## src/rtl/datapath_param.sv

```systemverilog
// datapath_param: register file, B-operand shifter, ALU, result register C and {Z,N,V} flags.
// Define DATAPATH_MUL_EN to add an iterative shift-add multiplier on ALUop 100.
module datapath_param #(
    parameter  int W    = 16,
    parameter  int NREG = 8,
    parameter  int PCW  = 8,
    localparam int RW   = $clog2(NREG)
) (
    input  logic           clk,
    input  logic           reset,
    input  logic           write,
    input  logic [RW-1:0]  writenum,
    input  logic [RW-1:0]  readnum,
    input  logic [1:0]     vsel,
    input  logic [W-1:0]   mdata,
    input  logic [W-1:0]   sximm8,
    input  logic [W-1:0]   sximm5,
    input  logic [PCW-1:0] PC,
    input  logic           loada,
    input  logic           loadb,
    input  logic           loadc,
    input  logic           loads,
    input  logic           asel,
    input  logic           bsel,
    input  logic [1:0]     shift,
    input  logic [2:0]     ALUop,
    output logic [W-1:0]   C,
    output logic [2:0]     status_out,
    output logic           busy,
    output logic           done
);
    logic [W-1:0] r_regs [NREG];
    logic [W-1:0] r_a, r_b, r_c;
    logic [2:0]   r_status;

    logic [W-1:0] w_wdata, w_rd, w_shifted, w_ain, w_bin;
    logic [W-1:0] w_sum, w_diff, w_result;
    logic         w_ovf;

    // Multiplier hooks; tied off when the multiplier is not built.
    logic         w_busy, w_mul_start, w_mul_last, w_mul_flags_en, w_mul_ovf;
    logic [W-1:0] w_mul_res;

    always_comb begin
        w_wdata = mdata;
        case (vsel)
            2'b00:   w_wdata = mdata;
            2'b01:   w_wdata = sximm8;
            2'b10:   w_wdata = W'(PC);
            default: w_wdata = r_c;
        endcase
    end

    // Combinational read: a same-cycle write to readnum is seen only next cycle.
    assign w_rd = r_regs[readnum];

    always_ff @(posedge clk) begin
        if (reset) begin
            for (int i = 0; i < NREG; i++) r_regs[i] <= '0;
        end else if (write) begin
            r_regs[writenum] <= w_wdata;
        end
    end

    always_comb begin
        w_shifted = r_b;
        case (shift)
            2'b00:   w_shifted = r_b;
            2'b01:   w_shifted = {r_b[W-2:0], 1'b0};
            2'b10:   w_shifted = {1'b0, r_b[W-1:1]};
            default: w_shifted = {r_b[W-1], r_b[W-1:1]};
        endcase
    end

    assign w_ain = asel ? '0 : r_a;
    assign w_bin = bsel ? sximm5 : w_shifted;

    always_comb begin
        w_sum    = w_ain + w_bin;
        w_diff   = w_ain - w_bin;
        w_result = '0;
        w_ovf    = 1'b0;
        case (ALUop)
            3'b000: begin
                w_result = w_sum;
                w_ovf    = (w_ain[W-1] == w_bin[W-1]) && (w_sum[W-1] != w_ain[W-1]);
            end
            3'b001: begin
                w_result = w_diff;
                w_ovf    = (w_ain[W-1] != w_bin[W-1]) && (w_diff[W-1] != w_ain[W-1]);
            end
            3'b010:  w_result = w_ain & w_bin;
            3'b011:  w_result = ~w_bin;
            default: w_result = '0;
        endcase
    end

`ifdef DATAPATH_MUL_EN
    localparam int CW = $clog2(W) + 1;

    logic           r_busy, r_done, r_mul_loads;
    logic [CW-1:0]  r_cnt;
    logic [2*W-1:0] r_acc, r_mcand;
    logic [W-1:0]   r_mplier;
    logic [2*W-1:0] w_acc_next;

    assign w_mul_start = (ALUop == 3'b100) && loadc && !r_busy;
    assign w_mul_last  = r_busy && (r_cnt == CW'(W - 1));
    assign w_acc_next  = r_acc + (r_mplier[0] ? r_mcand : '0);

    // One multiplier bit per busy cycle; the final partial sum is written straight into C.
    always_ff @(posedge clk) begin
        if (reset) begin
            r_busy      <= 1'b0;
            r_done      <= 1'b0;
            r_mul_loads <= 1'b0;
            r_cnt       <= '0;
            r_acc       <= '0;
            r_mcand     <= '0;
            r_mplier    <= '0;
        end else begin
            r_done <= w_mul_last;
            if (w_mul_start) begin
                r_busy      <= 1'b1;
                r_cnt       <= '0;
                r_acc       <= '0;
                r_mcand     <= {{W{1'b0}}, w_ain};
                r_mplier    <= w_bin;
                r_mul_loads <= loads;
            end else if (r_busy) begin
                r_acc    <= w_acc_next;
                r_mcand  <= r_mcand << 1;
                r_mplier <= r_mplier >> 1;
                r_cnt    <= r_cnt + 1'b1;
                if (w_mul_last) r_busy <= 1'b0;
            end
        end
    end

    assign w_busy         = r_busy;
    assign w_mul_res      = w_acc_next[W-1:0];
    assign w_mul_ovf      = |w_acc_next[2*W-1:W];
    assign w_mul_flags_en = r_mul_loads;
    assign busy           = r_busy;
    assign done           = r_done;
`else
    assign w_busy         = 1'b0;
    assign w_mul_start    = 1'b0;
    assign w_mul_last     = 1'b0;
    assign w_mul_res      = '0;
    assign w_mul_ovf      = 1'b0;
    assign w_mul_flags_en = 1'b0;
    assign busy           = 1'b0;
    assign done           = 1'b0;
`endif

    // While a multiply runs, operand/result loads are ignored and C/flags hold.
    always_ff @(posedge clk) begin
        if (reset) begin
            r_a      <= '0;
            r_b      <= '0;
            r_c      <= '0;
            r_status <= '0;
        end else if (w_busy) begin
            if (w_mul_last) begin
                r_c <= w_mul_res;
                if (w_mul_flags_en) r_status <= {~|w_mul_res, w_mul_res[W-1], w_mul_ovf};
            end
        end else begin
            if (loada) r_a <= w_rd;
            if (loadb) r_b <= w_rd;
            if (loadc && !w_mul_start) r_c <= w_result;
            if (loads && !w_mul_start) r_status <= {~|w_result, w_result[W-1], w_ovf};
        end
    end

    assign C          = r_c;
    assign status_out = r_status;
endmodule

```

## config.mk

```make
export PLATFORM = sky130hd
export DESIGN_NAME = datapath_param
export DESIGN_NICKNAME = d
export VERILOG_FILES = /design/src/rtl/datapath_param.sv
export SDC_FILE = /design/constraint.sdc
export NUM_CORES = 1
export LEC_CHECK = 0
export BUFFER_PORTS_ARGS = -buffer_cell sky130_fd_sc_hd__buf_4
export CAP_MARGIN = 0
export CORE_ASPECT_RATIO = 0.6
export CORE_MARGIN = 5
export CORE_UTILIZATION = 55
export DETAILED_ROUTE_END_ITERATION = 7
export HOLD_SLACK_MARGIN = 0.08
export PLACE_DENSITY_LB_ADDON = 0.25
export SLEW_MARGIN = 15
export SYNTH_ARGS = -nofsm -noshare
export SYNTH_HDL_FRONTEND = slang
export SYNTH_SLANG_ARGS = --single-unit
```

## constraint.sdc

```tcl
create_clock -name clk -period 4.7 [get_ports clk]
set_input_delay 0.235 -clock clk [delete_from_list [all_inputs] [get_ports clk]]
set_output_delay 0.235 -clock clk [all_outputs]
set_load 0.02 [all_outputs]
```

==> results by group, run 1 <==
Run status
  • Status: complete, no violations

Logic synthesis
  • Avg Cell Area, Syn: 10.8 sq um
  • Sequential cell area fraction in the yosys report: 46.4%
  • Synth top area share: 36.6%
  • Mapped cell area: 10500 sq um
  • Area leader, netlist: edfxtp_1
  • Synth warn: 0
  • Synth top cells by count: 148 x nor2_1, 128 x edfxtp_1, 53 x and3_1, 51 x dfxtp_1, 49 x a211oi_1
  • Synth area leaders: edfxtp_1 37%, dfxtp_1 9.7%, mux4_2 8.6%, nor2_1 5.3%, ha_1 3.8%
  • #FFs+latches synth: 179
  • Count leader, synth: nor2_1
  • Ys flop type: edfxtp_1
  • Syn Inst Count: 971
  • Async S/R FF share, synth: 0%
  • Post-synth EDFFs: 128
  • Yosys cell types: 73

Layout
  • Fraction of layout cells with a size suffix above 1: 20.9%
  • Number of nets in the layout: 1142
  • # fillers: 1518
  • Synthesis-to-layout area growth: 13.0%
  • Ant. Diodes: 0

Min path
  • Hold Crit Class: input port to flop
  • Worst Hold Path Cells: 4
  • Worst Hold Path EP: C[2]
  • Hold Path Origin: ALUop[2]

Setup path
  • Worst setup SP type: flop
  • WP data arrival: 4.60 ns
  • R2r worst-path depth: 14
  • Worst setup EP type: flop
  • RR Endpoint: status_out[2]
  • R2r setup slk: 0.48 ns
  • RR Startpoint: r_b[0]
  • Critical path data required time: 5.07 ns
  • Critical setup path kind: flop to flop
  • Crit Path Max Fanout: 3

Clock tree
  • Clk sink count: 179
  • # hold bufs at CTS: 1
  • Post-CTS setup buffer count: 0
  • Clk_lat worst skew: 0.43 ns
  • H-tree level count: 4
  • PostCTS Resize Cnt: 0
  • Root buf cell: clkbuf_16
  • TritonCTS clock tree: yes
  • Clock transition at the registers of the reported paths: 0.07 ns
  • CTS Buf Count: 17
  • Clock buffer depth: 2

Die
  • Row cnt: 39
  • Die Ht: 117 microns
  • Initial Util: 55.5%
  • Core Region: 18900 sq um
  • DIE WIDTH: 188 microns
  • Die area: 22000 sq um
  • IO Count: 99

STA
  • Hold_ws: 0.255 ns
  • Final Setup Violations: 0
  • Post-route setup slack: 0.477 ns
  • Setup total negative slack: 0 ns
  • FMAX: 237 MHz
  • Max-slew headroom: 25.2%
  • Final Hold Vio Count: 0
  • Worst-Margin Slew: 1.12 ns
  • Worst Skew: 0.0106 ns
  • RSZ-0062 raised after global routing: false
  • Fin. max-slew vios: 0
  • Period utilization: 89.9%
  • Crit path time final: 4.22 ns

Global routing
  • GRT Overall Usage: 27.3%
  • First-pass GRT wire length: 45700 microns
  • Gr ovfl total: 0
  • Initial antenna violation count: 0
  • Vias in the first global route: 7743
  • Largest net degree at the start of global routing: 63

Drt
  • Drt total wl: 29700 microns
  • Vias/cell: 6.41
  • Via Count: 8261
  • Routed Antenna Nets: 0
  • Drt initial violations: 974
  • DRC violations left: 0
  • WL/cell: 23.0 microns
  • Pre-antenna DRT Iters: 5

Power and ir drop
  • Total power draw: 3.96 mW
  • Pleak: 4.76 nW
  • Peak supply drop: 273 uV
  • PwrDens: 334 nW/um^2

Run
  • Max cap viols: 0

Placement
  • Worst slack at placement: 0.450 ns
  • # port buffers: 96
  • GPL Wtd Cong: 0.984
  • Detailed Place HPWL: 21100 microns
[cell families (layout without fill, tap and decap cells)]
logic type,after synthesis,count (layout),share of synthesized area (%)
AOI/OAI and AO/OA,185,185,12.5
xor gates and xnor gates,10,10,0.835
adders and majority gates,34,34,4.20
buffers and inverters,97,168,4.16
DFF,179,179,46.4
muxes,98,98,14.4
other,1,2,0.0357
and+or+nand+nor,367,367,17.6
[worst max-delay path, cell delays in order (launching register included)]
cell       delay [ns]
dfxtp_1          0.36
or3b_2           0.44
a2bb2oi_1        0.28
ha_1             0.28
inv_1            0.08
fa_1             0.43
nor3b_2          0.21
o31ai_1          0.23
o31ai_1          0.13
xnor2_1          0.17
a2111oi_0        0.42
nand4b_1         0.18
nor4_1           0.50
and4_1           0.27
a32o_2           0.16
[metrics by stage]
stage | utilization, % | instances | instance area [sq um]
final | 62.8 | 1289 | 11900
after global routing | 62.8 | 1289 | 11900
after CTS | 62.8 | 1289 | 11900
after detailed placement | 59.7 | 1256 | 11300
after global placement | 59.7 | 1256 | 11300
after floorplan | - | 972 | 10500
[layer usage]
layer	track usage, %	part of all wire, %	vias up
met1	42.3	46	4072
met5	0	0	-
met3	7.14	11	29
met2	38.9	42	419
met4	5.77	1.1	0
li1	-	-	3741
[how the worst max path moves through the flow]
stage,slack [ns],start,end,cells past startpoint
final,0.48,r_b[0],status_out[2],14
after CTS,0.55,r_b[0],status_out[2],14
after floorplan,1.01,shift[0],status_out[2],15
after detailed placement,0.45,shift[0],status_out[2],15
after global routing,0.30,r_b[0],status_out[2],14
after global placement,0.53,shift[0],status_out[2],15
[power breakdown]
group	leakage (nW)	total, mW	switching, mW	internal (mW)
Sequential	1.74	1.82	0.0446	1.77
Combinational	2.73	0.749	0.451	0.298
Clock	0.288	1.40	0.629	0.767
[flip-flops by register name (all words and copies together) (netlist names)]
signal / flops
C: 16
status_out: 3
r_a: 16
r_b: 16
r_regs: 128
[cell usage in the layout, fill, tap and decap left out, types with 5 or more instances in the layout]
| cell | synthesis | routed |
|---|---|---|
| and3_1 | 53 | 53 |
| a21o_1 | 5 | 5 |
| o21ai_0 | 22 | 22 |
| nand2b_1 | 18 | 18 |
| mux2i_1 | 38 | 38 |
| nor2_1 | 148 | 148 |
| nor3_1 | 18 | 18 |
| mux2_2 | 20 | 20 |
| xnor2_1 | 8 | 8 |
| o211ai_1 | 8 | 8 |
| nand3_1 | 10 | 10 |
| o31ai_1 | 6 | 6 |
| nor2b_1 | 42 | 42 |
| a211oi_1 | 49 | 49 |
| a21oi_1 | 38 | 38 |
| or3b_2 | 6 | 6 |
| inv_1 | 30 | 31 |
| nand2_1 | 45 | 45 |
| edfxtp_1 | 128 | 128 |
| buf_4 | 6 | 105 |
| mux4_2 | 40 | 40 |
| a31oi_1 | 6 | 6 |
| inv_6 | 0 | 5 |
| ha_1 | 32 | 32 |
| clkbuf_16 | 0 | 17 |
| a22oi_1 | 9 | 9 |
| dfxtp_1 | 51 | 51 |
[final cells by class]
| class | count | area (sq um) | share of cell area [%] |
|---|---|---|---|
| inverters | 30 | 113 | 0.950 |
| clock inverters | 13 | 119 | 1.00 |
| flip-flops and latches | 179 | 4860 | 41.0 |
| multi-input cells | 696 | 5200 | 43.9 |
| clock buffers | 19 | 453 | 3.82 |
| repair buffers | 106 | 798 | 6.73 |
| well taps | 246 | 308 | 2.60 |
Power figures use the tool's default switching activity.
==> run 2, diff against run 1 <==
CORE_ASPECT_RATIO = default   (was 0.6)
RECOVER_POWER = 50   (was default)
==> results by group, run 2 (synthesized netlist as in run 1, its figures left out) <==
Setup path
  • Worst setup SP type: flop
  • Crit Path Max Fanout: 3
  • R2r worst-path depth: 14
  • CP Cell Sequence: or3b_2 -> a2bb2oi_1 -> ha_1 -> inv_1 -> fa_1 -> nor3b_2 -> o31ai_1 -> o31ai_1 -> xnor2_1 -> a2111oi_0 -> nand4b_1 -> nor4_1 -> and4_1 -> a32o_2
  • RR Startpoint: r_b[0]
  • CP Capture Point: status_out[2]
  • Crit-path slowest cell: or3b_2
  • Critical path data required time: 5.08 ns
  • Slowest stage delay, CP: 0.45 ns
  • Worst setup EP type: flop
  • Origin of the worst setup path: r_b[0]
  • RR Endpoint: status_out[2]
  • Critical setup path kind: flop to flop
  • CP most frequent cell: o31ai_1
  • R2r setup slk: 0.53 ns
  • WP data arrival: 4.55 ns

Layout
  • # fillers: 1549
  • Final cell count without fillers: 1272
  • Synthesis-to-layout area growth: 12.1%
  • Fin area: 11800 sq um
  • Commonest non-fill, non-tap cell in the layout: nor2_1
  • Most flops, register: r_regs
  • Max reg flops: 128
  • FF/Latch Area: 4860 sq um
  • Number of nets in the layout: 1137
  • Most frequent cells in the layout: 148 x nor2_1, 128 x edfxtp_1, 78 x buf_4
  • Ant. Diodes: 0
  • Multi-input logic area: 5190 sq um
  • Fraction of layout cells with a size suffix above 1: 18.4%

Clock tree
  • PostCTS Resize Cnt: 0
  • # hold bufs at CTS: 1
  • H-tree level count: 4
  • TritonCTS clock tree: yes
  • Root buf cell: clkbuf_16
  • Clk sink count: 179
  • Clk_lat worst skew: 0.44 ns
  • Clock buffer depth: 2
  • Post-CTS setup buffer count: 0
  • Clock transition at the registers of the reported paths: 0.08 ns
  • CTS Buf Count: 17

Placement
  • Detailed Place HPWL: 20900 microns
  • Placed inst area: 11200 sq um
  • # port buffers: 96
  • Cells after DPL: 1239
  • GPL Wtd Cong: 0.949

STA
  • Worst Skew: 0.0178 ns
  • Final Hold Vio Count: 0
  • Setup total negative slack: 0 ns
  • Fin. max-slew vios: 33
  • RSZ-0062 raised after global routing: false
  • Max-slew headroom: -81.7%
  • Period utilization: 88.7%
  • Final Setup Violations: 0
  • Worst-Margin Slew: 2.72 ns
  • Crit path time final: 4.17 ns
  • FMAX: 240 MHz

Die
  • Initial Util: 55.9%
  • Die area: 21900 sq um
  • Row cnt: 50
  • DIE WIDTH: 148 microns
  • IO Count: 99
  • Die Ht: 148 microns
  • Core Region: 18800 sq um

Run status
  • Failing checks: capacitance limit, slew limit
  • Status: complete, but fails checks

Drt
  • DRC violations left: 0
  • Vias/cell: 6.21
  • Pre-antenna DRT Iters: 5
  • WL/cell: 22.3 microns
  • Via Count: 7902
  • Drt initial violations: 606
  • Drt total wl: 28400 microns
  • Routed Antenna Nets: 0

Power and ir drop
  • Total power draw: 3.99 mW
  • Peak supply drop: 290 uV
  • Pleak: 4.65 nW
  • PwrDens: 340 nW/um^2

Min path
  • Hold Crit Class: input port to flop

Global routing
  • Initial antenna violation count: 0
  • First-pass GRT wire length: 44500 microns
  • Largest net degree at the start of global routing: 63
  • Vias in the first global route: 7764
  • Gr ovfl total: 0
  • GRT Overall Usage: 26.2%

Run
  • Max cap viols: 1
## run 2: cell count changes in the layout (fill, tap and decap cells not counted), moves of 2 or more
cell	change
buf_4	-27
clkbuf_1	+22
inv_8	+2
clkbuf_8	-2
inv_4	-4
clkinv_8	+7
## run 2: worst min path at each step
| stage | startpoint | to | slack, ns | cells past startpoint |
|---|---|---|---|---|
| 6_report | ALUop[2] | C[0] | 0.23 | 4 |
| 3_3_place_gp | loads | status_out[1] | 0.47 | 2 |
| 3_5_place_dp | loads | status_out[1] | 0.47 | 2 |
| 2_1_floorplan | loads | status_out[1] | 0.33 | 1 |
| 4_1_cts | ALUop[2] | C[0] | 0.21 | 4 |
| 5_1_grt | loadb | r_b[10] | 0.26 | 3 |
## run 2: power breakdown
part           switching [mW]  internal, mW
registers              0.0451          1.77
logic                   0.443         0.288
clock network           0.719         0.729
total                    1.21          2.79
## run 2: final cells by class
cell class                      instances  area share [%]
Timing Repair Buffer                  101            5.77
Multi-Input combinational cell        696            44.1
Clock inverter                         15            1.66
Tap cell                              234            2.49
Inverter                               30           0.957
Sequential cell                       179            41.4
Clock buffer                           17            3.62
## run 2: critical path, delay by kind of cell (launching register included)
kind / cells / cell delay [ns]
buf+inv: 1 / 0.08
compound gates: 5 / 1.37
xor+xnor: 1 / 0.17
simple gates: 5 / 1.38
flops: 1 / 0.35
fa+ha+maj: 2 / 0.74
## run 2: per-stage QoR
stage	utilization, %	hold WS, ns	setup WS (ns)
after floorplan	-	0.331	1.01
after global placement	59.8	0.467	0.479
after detailed placement	59.8	0.468	0.391
after CTS	63.1	0.213	0.490
after global routing	62.7	0.259	0.312
final	62.7	0.230	0.530
## run 2: routing by layer
layer,vias to the layer above,track usage (%),wire (microns)
met5,-,0,0
met2,253,43.2,14100
li1,3730,-,-
met3,40,3.84,1590
met4,0,8.87,778
met1,3879,36.0,11900
